$ cat config.mk
export PLATFORM = sky130hd
export DESIGN_NAME = fft_input_deserializer
export DESIGN_NICKNAME = d
export VERILOG_FILES = /design/src/rtl/fft_pkg.sv /design/src/rtl/fft_frame_buffer.sv /design/src/rtl/fft_input_deserializer.sv
export SDC_FILE = /design/constraint.sdc
export NUM_CORES = 1
export LEC_CHECK = 0
export ABC_CLOCK_PERIOD_IN_PS = 2200
export CAP_MARGIN = 25
export CORE_AREA = 2 2 208 210
export DETAILED_ROUTE_END_ITERATION = 10
export DIE_AREA = 0 0 210 212
export HOLD_SLACK_MARGIN = 0.15
export PLACE_DENSITY = 0.51
export SLEW_MARGIN = 20
export SYNTH_ARGS = -nofsm -noshare
export SYNTH_HDL_FRONTEND = slang
export SYNTH_SLANG_ARGS = --single-unit
$ cat constraint.sdc
create_clock -name clk -period 2.2 [get_ports clk]
set_input_delay 0.44 -clock clk [delete_from_list [all_inputs] [get_ports clk]]
set_output_delay 0.44 -clock clk [all_outputs]
set_load 0.02 [all_outputs]
$ cat src/rtl/fft_pkg.sv
// Shared types and helpers for the FFT input path: state encoding,
// index bit reversal and ADC-sample to fixed-point conversion.
package fft_pkg;

   typedef enum logic {
      ST_FILL = 1'b0,
      ST_SEND = 1'b1
   } fft_state_e;

   // Reverses the low nbits of idx; higher bits of idx are ignored.
   function automatic int unsigned bitrev(input int unsigned idx, input int unsigned nbits);
      int unsigned r;
      r = 0;
      for (int unsigned i = 0; i < 32; i++) begin
         if (i < nbits) begin
            r = (r << 1) | ((idx >> i) & 32'd1);
         end
      end
      return r;
   endfunction

   // Sample arrives already sign-extended; caller truncates to its word width.
   function automatic logic [63:0] fxp_from_sample(input logic signed [63:0] sample,
                                                   input int unsigned shift);
      return sample <<< shift;
   endfunction

endpackage

$ cat src/rtl/fft_frame_buffer.sv
// N_SAMPLES x BIT_WIDTH register file: one synchronous write port,
// synchronous active-low clear, all words readable in parallel.
module fft_frame_buffer
   import fft_pkg::*;
#(
   parameter int BIT_WIDTH = 32,
   parameter int N_SAMPLES = 8,
   parameter int ADDR_W    = 3
) (
   input  logic                 clk,
   input  logic                 i_clr_n,
   input  logic                 i_we,
   input  logic [ADDR_W-1:0]    i_waddr,
   input  logic [BIT_WIDTH-1:0] i_wdata,
   output logic [BIT_WIDTH-1:0] o_rdata [N_SAMPLES-1:0]
);

   logic [BIT_WIDTH-1:0] r_mem [N_SAMPLES-1:0];

   always_ff @(posedge clk) begin
      if (!i_clr_n) begin
         for (int i = 0; i < N_SAMPLES; i++) begin
            r_mem[i] <= '0;
         end
      end else if (i_we) begin
         r_mem[i_waddr] <= i_wdata;
      end
   end

   assign o_rdata = r_mem;

endmodule

$ cat src/rtl/fft_input_deserializer.sv
// Collects N_SAMPLES ADC samples into one frame for the first FFT stage.
// Define FFT_INPUT_BITREV_EN to store samples in bit-reversed (DIT) order.
module fft_input_deserializer
   import fft_pkg::*;
#(
   parameter int BIT_WIDTH   = 32,
   parameter int DECIMAL_PT  = 16,
   parameter int INPUT_WIDTH = 16,
   parameter int N_SAMPLES   = 8,
   localparam int CNT_W      = $clog2(N_SAMPLES)
) (
   input  logic                   clk,
   input  logic                   reset,
   input  logic [INPUT_WIDTH-1:0] recv_msg,
   input  logic                   recv_val,
   output logic                   recv_rdy,
   output logic [BIT_WIDTH-1:0]   send_msg_real [N_SAMPLES-1:0],
   output logic [BIT_WIDTH-1:0]   send_msg_imag [N_SAMPLES-1:0],
   output logic                   send_val,
   input  logic                   send_rdy,
   output logic                   o_dbg_state,
   output logic [CNT_W-1:0]       o_dbg_cnt
);

   localparam int unsigned SHIFT = DECIMAL_PT - (INPUT_WIDTH - 1);

   // Handshakes: a transfer happens on a rising edge where both val and rdy
   // are high; val never waits on rdy, and both rdy and val drop while reset is low.
   fft_state_e          r_state;
   fft_state_e          w_next_state;
   logic [CNT_W-1:0]    r_cnt;
   logic                w_recv_fire;
   logic [CNT_W-1:0]    w_waddr;
   logic signed [63:0]  w_ext;
   logic [BIT_WIDTH-1:0] w_conv;

   assign w_recv_fire = recv_val && recv_rdy;
   assign w_ext       = 64'(signed'(recv_msg));
   assign w_conv      = BIT_WIDTH'(fxp_from_sample(w_ext, SHIFT));

`ifdef FFT_INPUT_BITREV_EN
   assign w_waddr = CNT_W'(bitrev(32'(r_cnt), CNT_W));
`else
   assign w_waddr = r_cnt;
`endif

   always_comb begin
      w_next_state = r_state;
      recv_rdy     = 1'b0;
      send_val     = 1'b0;
      case (r_state)
         ST_FILL: begin
            recv_rdy = reset;
            if (w_recv_fire && (r_cnt == CNT_W'(N_SAMPLES - 1))) begin
               w_next_state = ST_SEND;
            end
         end
         ST_SEND: begin
            send_val = reset;
            if (send_rdy) begin
               w_next_state = ST_FILL;
            end
         end
         default: w_next_state = ST_FILL;
      endcase
   end

   // Counter wraps to zero on the last sample because N_SAMPLES is a power of two.
   always_ff @(posedge clk) begin
      if (!reset) begin
         r_state <= ST_FILL;
         r_cnt   <= '0;
      end else begin
         r_state <= w_next_state;
         if (w_recv_fire) begin
            r_cnt <= r_cnt + 1'b1;
         end
      end
   end

   fft_frame_buffer #(
      .BIT_WIDTH (BIT_WIDTH),
      .N_SAMPLES (N_SAMPLES),
      .ADDR_W    (CNT_W)
   ) u_buf (
      .clk     (clk),
      .i_clr_n (reset),
      .i_we    (w_recv_fire),
      .i_waddr (w_waddr),
      .i_wdata (w_conv),
      .o_rdata (send_msg_real)
   );

   always_comb begin
      for (int i = 0; i < N_SAMPLES; i++) begin
         send_msg_imag[i] = '0;
      end
   end

   assign o_dbg_state = r_state;
   assign o_dbg_cnt   = r_cnt;

endmodule
==> flow_summary_export.csv <==
group,metric,value,unit
hold_path,holdCritPathClass,"input pin to register",
pwr,power_density,657,mW/mm^2
floorplan,fp.dieH,212,um
timing,finalSetupViolations,0,
cts,clk_pin_slew_worst_paths,0.07,ns
floorplan,start_util,18.9,%
pwr,clock_power_share,45.4,%
run_status,status,"complete, no violations",
yosys,seq_area_frac_synth,33.0,%
worst_setup_path,r2r-end,"u_buf.o_rdata[197]$_SDFFE_PN0P_",
cts,ctsHoldBuffers,0,
timing,fin_crit_sh,96.4,%
global_routing,grt_max_degree,83,
cells_and_area,multi_input_area,0.00316,sq mm
floorplan,row_count,76,
cells_and_area,drive_above_1_share,10.5,%
yosys,syn-cell-area,0.00801,sq mm
pwr,internal_power,4.47,mW
hold_path,whs_path_depth,3,
drt,drc,0,
timing,skew,0.0109,ns
worst_setup_path,crit_path_start_kind,"register",
cells_and_area,nNetsFinal,1153,
timing,maxSlewViolCount,0,
drt,viasPerCell,3.50,
cells_and_area,diodes,0,
floorplan,num_io_pins,538,
cts,htreeDepth,4,
drt,wl_per_cell,16.0,um
pwr,ir_worst_vdd,466,uV
pwr,p_sw,2.21,mW
global_routing,grt_pass1_vias,5074,
yosys,syn_inst,982,
worst_setup_path,required,1.76,ns
global_routing,antenna_found_initial,1,
cts,cts.sinks,132,
worst_setup_path,critPathKind,"register to output port",
global_routing,grtUsageTotal,11.6,%
cells_and_area,mostFrequentLayoutCell,"clkdlybuf4s50_1",
hold_path,worstHoldStart,"reset",
placed_design,gp_congestion,0.673,
worst_setup_path,rrSetupSlack,0.62,ns
yosys,syn_area_per_cell,8.16,sq um
timing,hold_ws,0.355,ns
job,max-cap-violations,0,
drt,firstDrtPassIters,4,
worst_setup_path,cp.arrival,1.68,ns
drt,vias,5916,
cts,cts_tree,"built",
worst_setup_path,end_kind,"output port",
hold_path,min_to,"u_buf.o_rdata[10]$_SDFFE_PN0P_",
worst_setup_path,crit_start,"o_dbg_state$_SDFF_PN0_",
timing,period_needed,2.12,ns
timing,max_freq,0.471,GHz
yosys,ys_warn_count,0,
timing,rsz0062_at_grt,"no",
global_routing,grt_pass1_wl,36300,um
floorplan,die_w,210,um
yosys,ys_ff_latch,132,
cells_and_area,fillCellCount,4603,
pwr,combPwrFrac,17.4,%
timing,setup-tns-final,0,ns
floorplan,dieArea,0.0445,sq mm
pwr,seqPwrFrac,37.2,%
cells_and_area,regArea,0.00265,sq mm
cts,clk_latency,0.44,ns
yosys,synth.distinct_cells,24,
pwr,swShare,33.1,%
cts,cts-buffers-inserted,17,
timing,hold_violations,0,
cts,cts_root_buffer,"clkbuf_16",
cts,clk_path_buf_depth,2,
worst_setup_path,r2r_cells,3,
worst_setup_path,r2r_start,"o_dbg_cnt[2]$_SDFFE_PN0P_",
cells_and_area,areaGrowthSynthToFinish,27.0,%
floorplan,core_area,0.0425,sq mm
global_routing,overflow,0,
drt,dr.first_iter.drc_count,185,
pwr,p_leak,4.02,nW
placed_design,io_buffer_count,273,
drt,drt_wl_total,27000,um
cells_and_area,final_cell_mix,"clkdlybuf4s50_1, conb_1, nand2_1",
placed_design,post-dp-hpwl,19100,um
drt,antenna_left,0,
worst_setup_path,cp_max_fo,7,
layout make-up:
class                   count  share of cell area (%)
multi-input cells         667                    31.0
repair buffers            313                    30.3
flip-flops and latches    132                    26.0
well taps                 546                    6.71
clock buffers              17                    4.18
clock inverters            15                    1.81
registers in the layout, summed over array words and instances, names as in the netlist:
register,flops
u_buf.o_rdata,128
o_dbg_cnt,3
o_dbg_state,1
stage by stage:
step                util (%)  cell area, sq um  cells  power, mW  setup slack [ns]
detailed placement      22.5              9560   1658       3.71            0.0874
CTS                     24.0             10200   1690       6.79            0.0435
global placement        22.5              9560   1658       3.71             0.134
floorplan                  -              9000   1245       3.69             0.722
global route            24.0             10200   1690       6.98           0.00681
finish                  24.0             10200   1690       6.69            0.0782
metal layers:
layer / vias to the layer above / track usage, % / share of wire [%]
met3: 20 / 2.87 / 5.9
met2: 310 / 20.2 / 50
met1: 2776 / 13.9 / 42
met5: - / 0 / 0
met4: 0 / 4.01 / 2.1
li1: 2810 / - / -
repair_timing:
item / 4_1_cts / 5_1_grt
gates resized for setup: 7 / 0
setup buffers: 0 / 0
setup endpoints to repair: 112 / 0
power groups by stage:
stage / Sequential, mW / Combinational [mW] / Clock (mW)
floorplan: 2.60 / 1.09 / 0
global placement: 2.54 / 1.17 / 0
detailed placement: 2.54 / 1.17 / 0
CTS: 2.49 / 1.17 / 3.13
global route: 2.50 / 1.25 / 3.24
finish: 2.49 / 1.16 / 3.04
logic make-up after synthesis:
| kind of cell | after synthesis | synth area share [%] |
|---|---|---|
| flops | 132 | 33.0 |
| mux | 27 | 3.37 |
| simple gates | 269 | 15.2 |
| xor+xnor | 1 | 0.109 |
| fa+ha+maj | 2 | 0.312 |
| other cells | 1 | 0.0468 |
| compound gates | 104 | 7.90 |
| buf+inv | 446 | 40.1 |
Yosys cell counts (all sizes together):
| library cell | n | share of area [%] |
|---|---|---|
| and2 | 12 | 1.1 |
| and2b | 2 | 0.19 |
| and4b | 1 | 0.12 |
| and4bb | 1 | 0.16 |
| buf | 419 | 39 |
| clkbuf | 27 | 1.3 |
| conb | 1 | 0.047 |
| dfxtp | 132 | 33 |
| ha | 2 | 0.31 |
| mux2i | 27 | 3.4 |
| nand2 | 144 | 6.8 |
| nand3 | 104 | 6.5 |
| nor2 | 1 | 0.047 |
| nor2b | 4 | 0.31 |
| o21ai | 104 | 7.9 |
| xor2 | 1 | 0.11 |
critical path, cell delays in order (launching register included):
cell	delay, ns
dfxtp_1	0.47
and2_1	0.17
clkdlybuf4s50_1	0.60
how the worst max path moves through the flow:
stage | slack (ns) | depth (start not counted) | endpoint
5_1_grt | 0.007 | 2 | send_val
6_report | 0.08 | 2 | send_val
3_3_place_gp | 0.13 | 6 | u_buf.o_rdata[163]$_SDFFE_PN0P_
4_1_cts | 0.04 | 2 | send_val
2_1_floorplan | 0.72 | 3 | send_val
3_5_place_dp | 0.09 | 4 | u_buf.o_rdata[70]$_SDFFE_PN0P_
No activity file was read; power rests on OpenSTA's default activity.
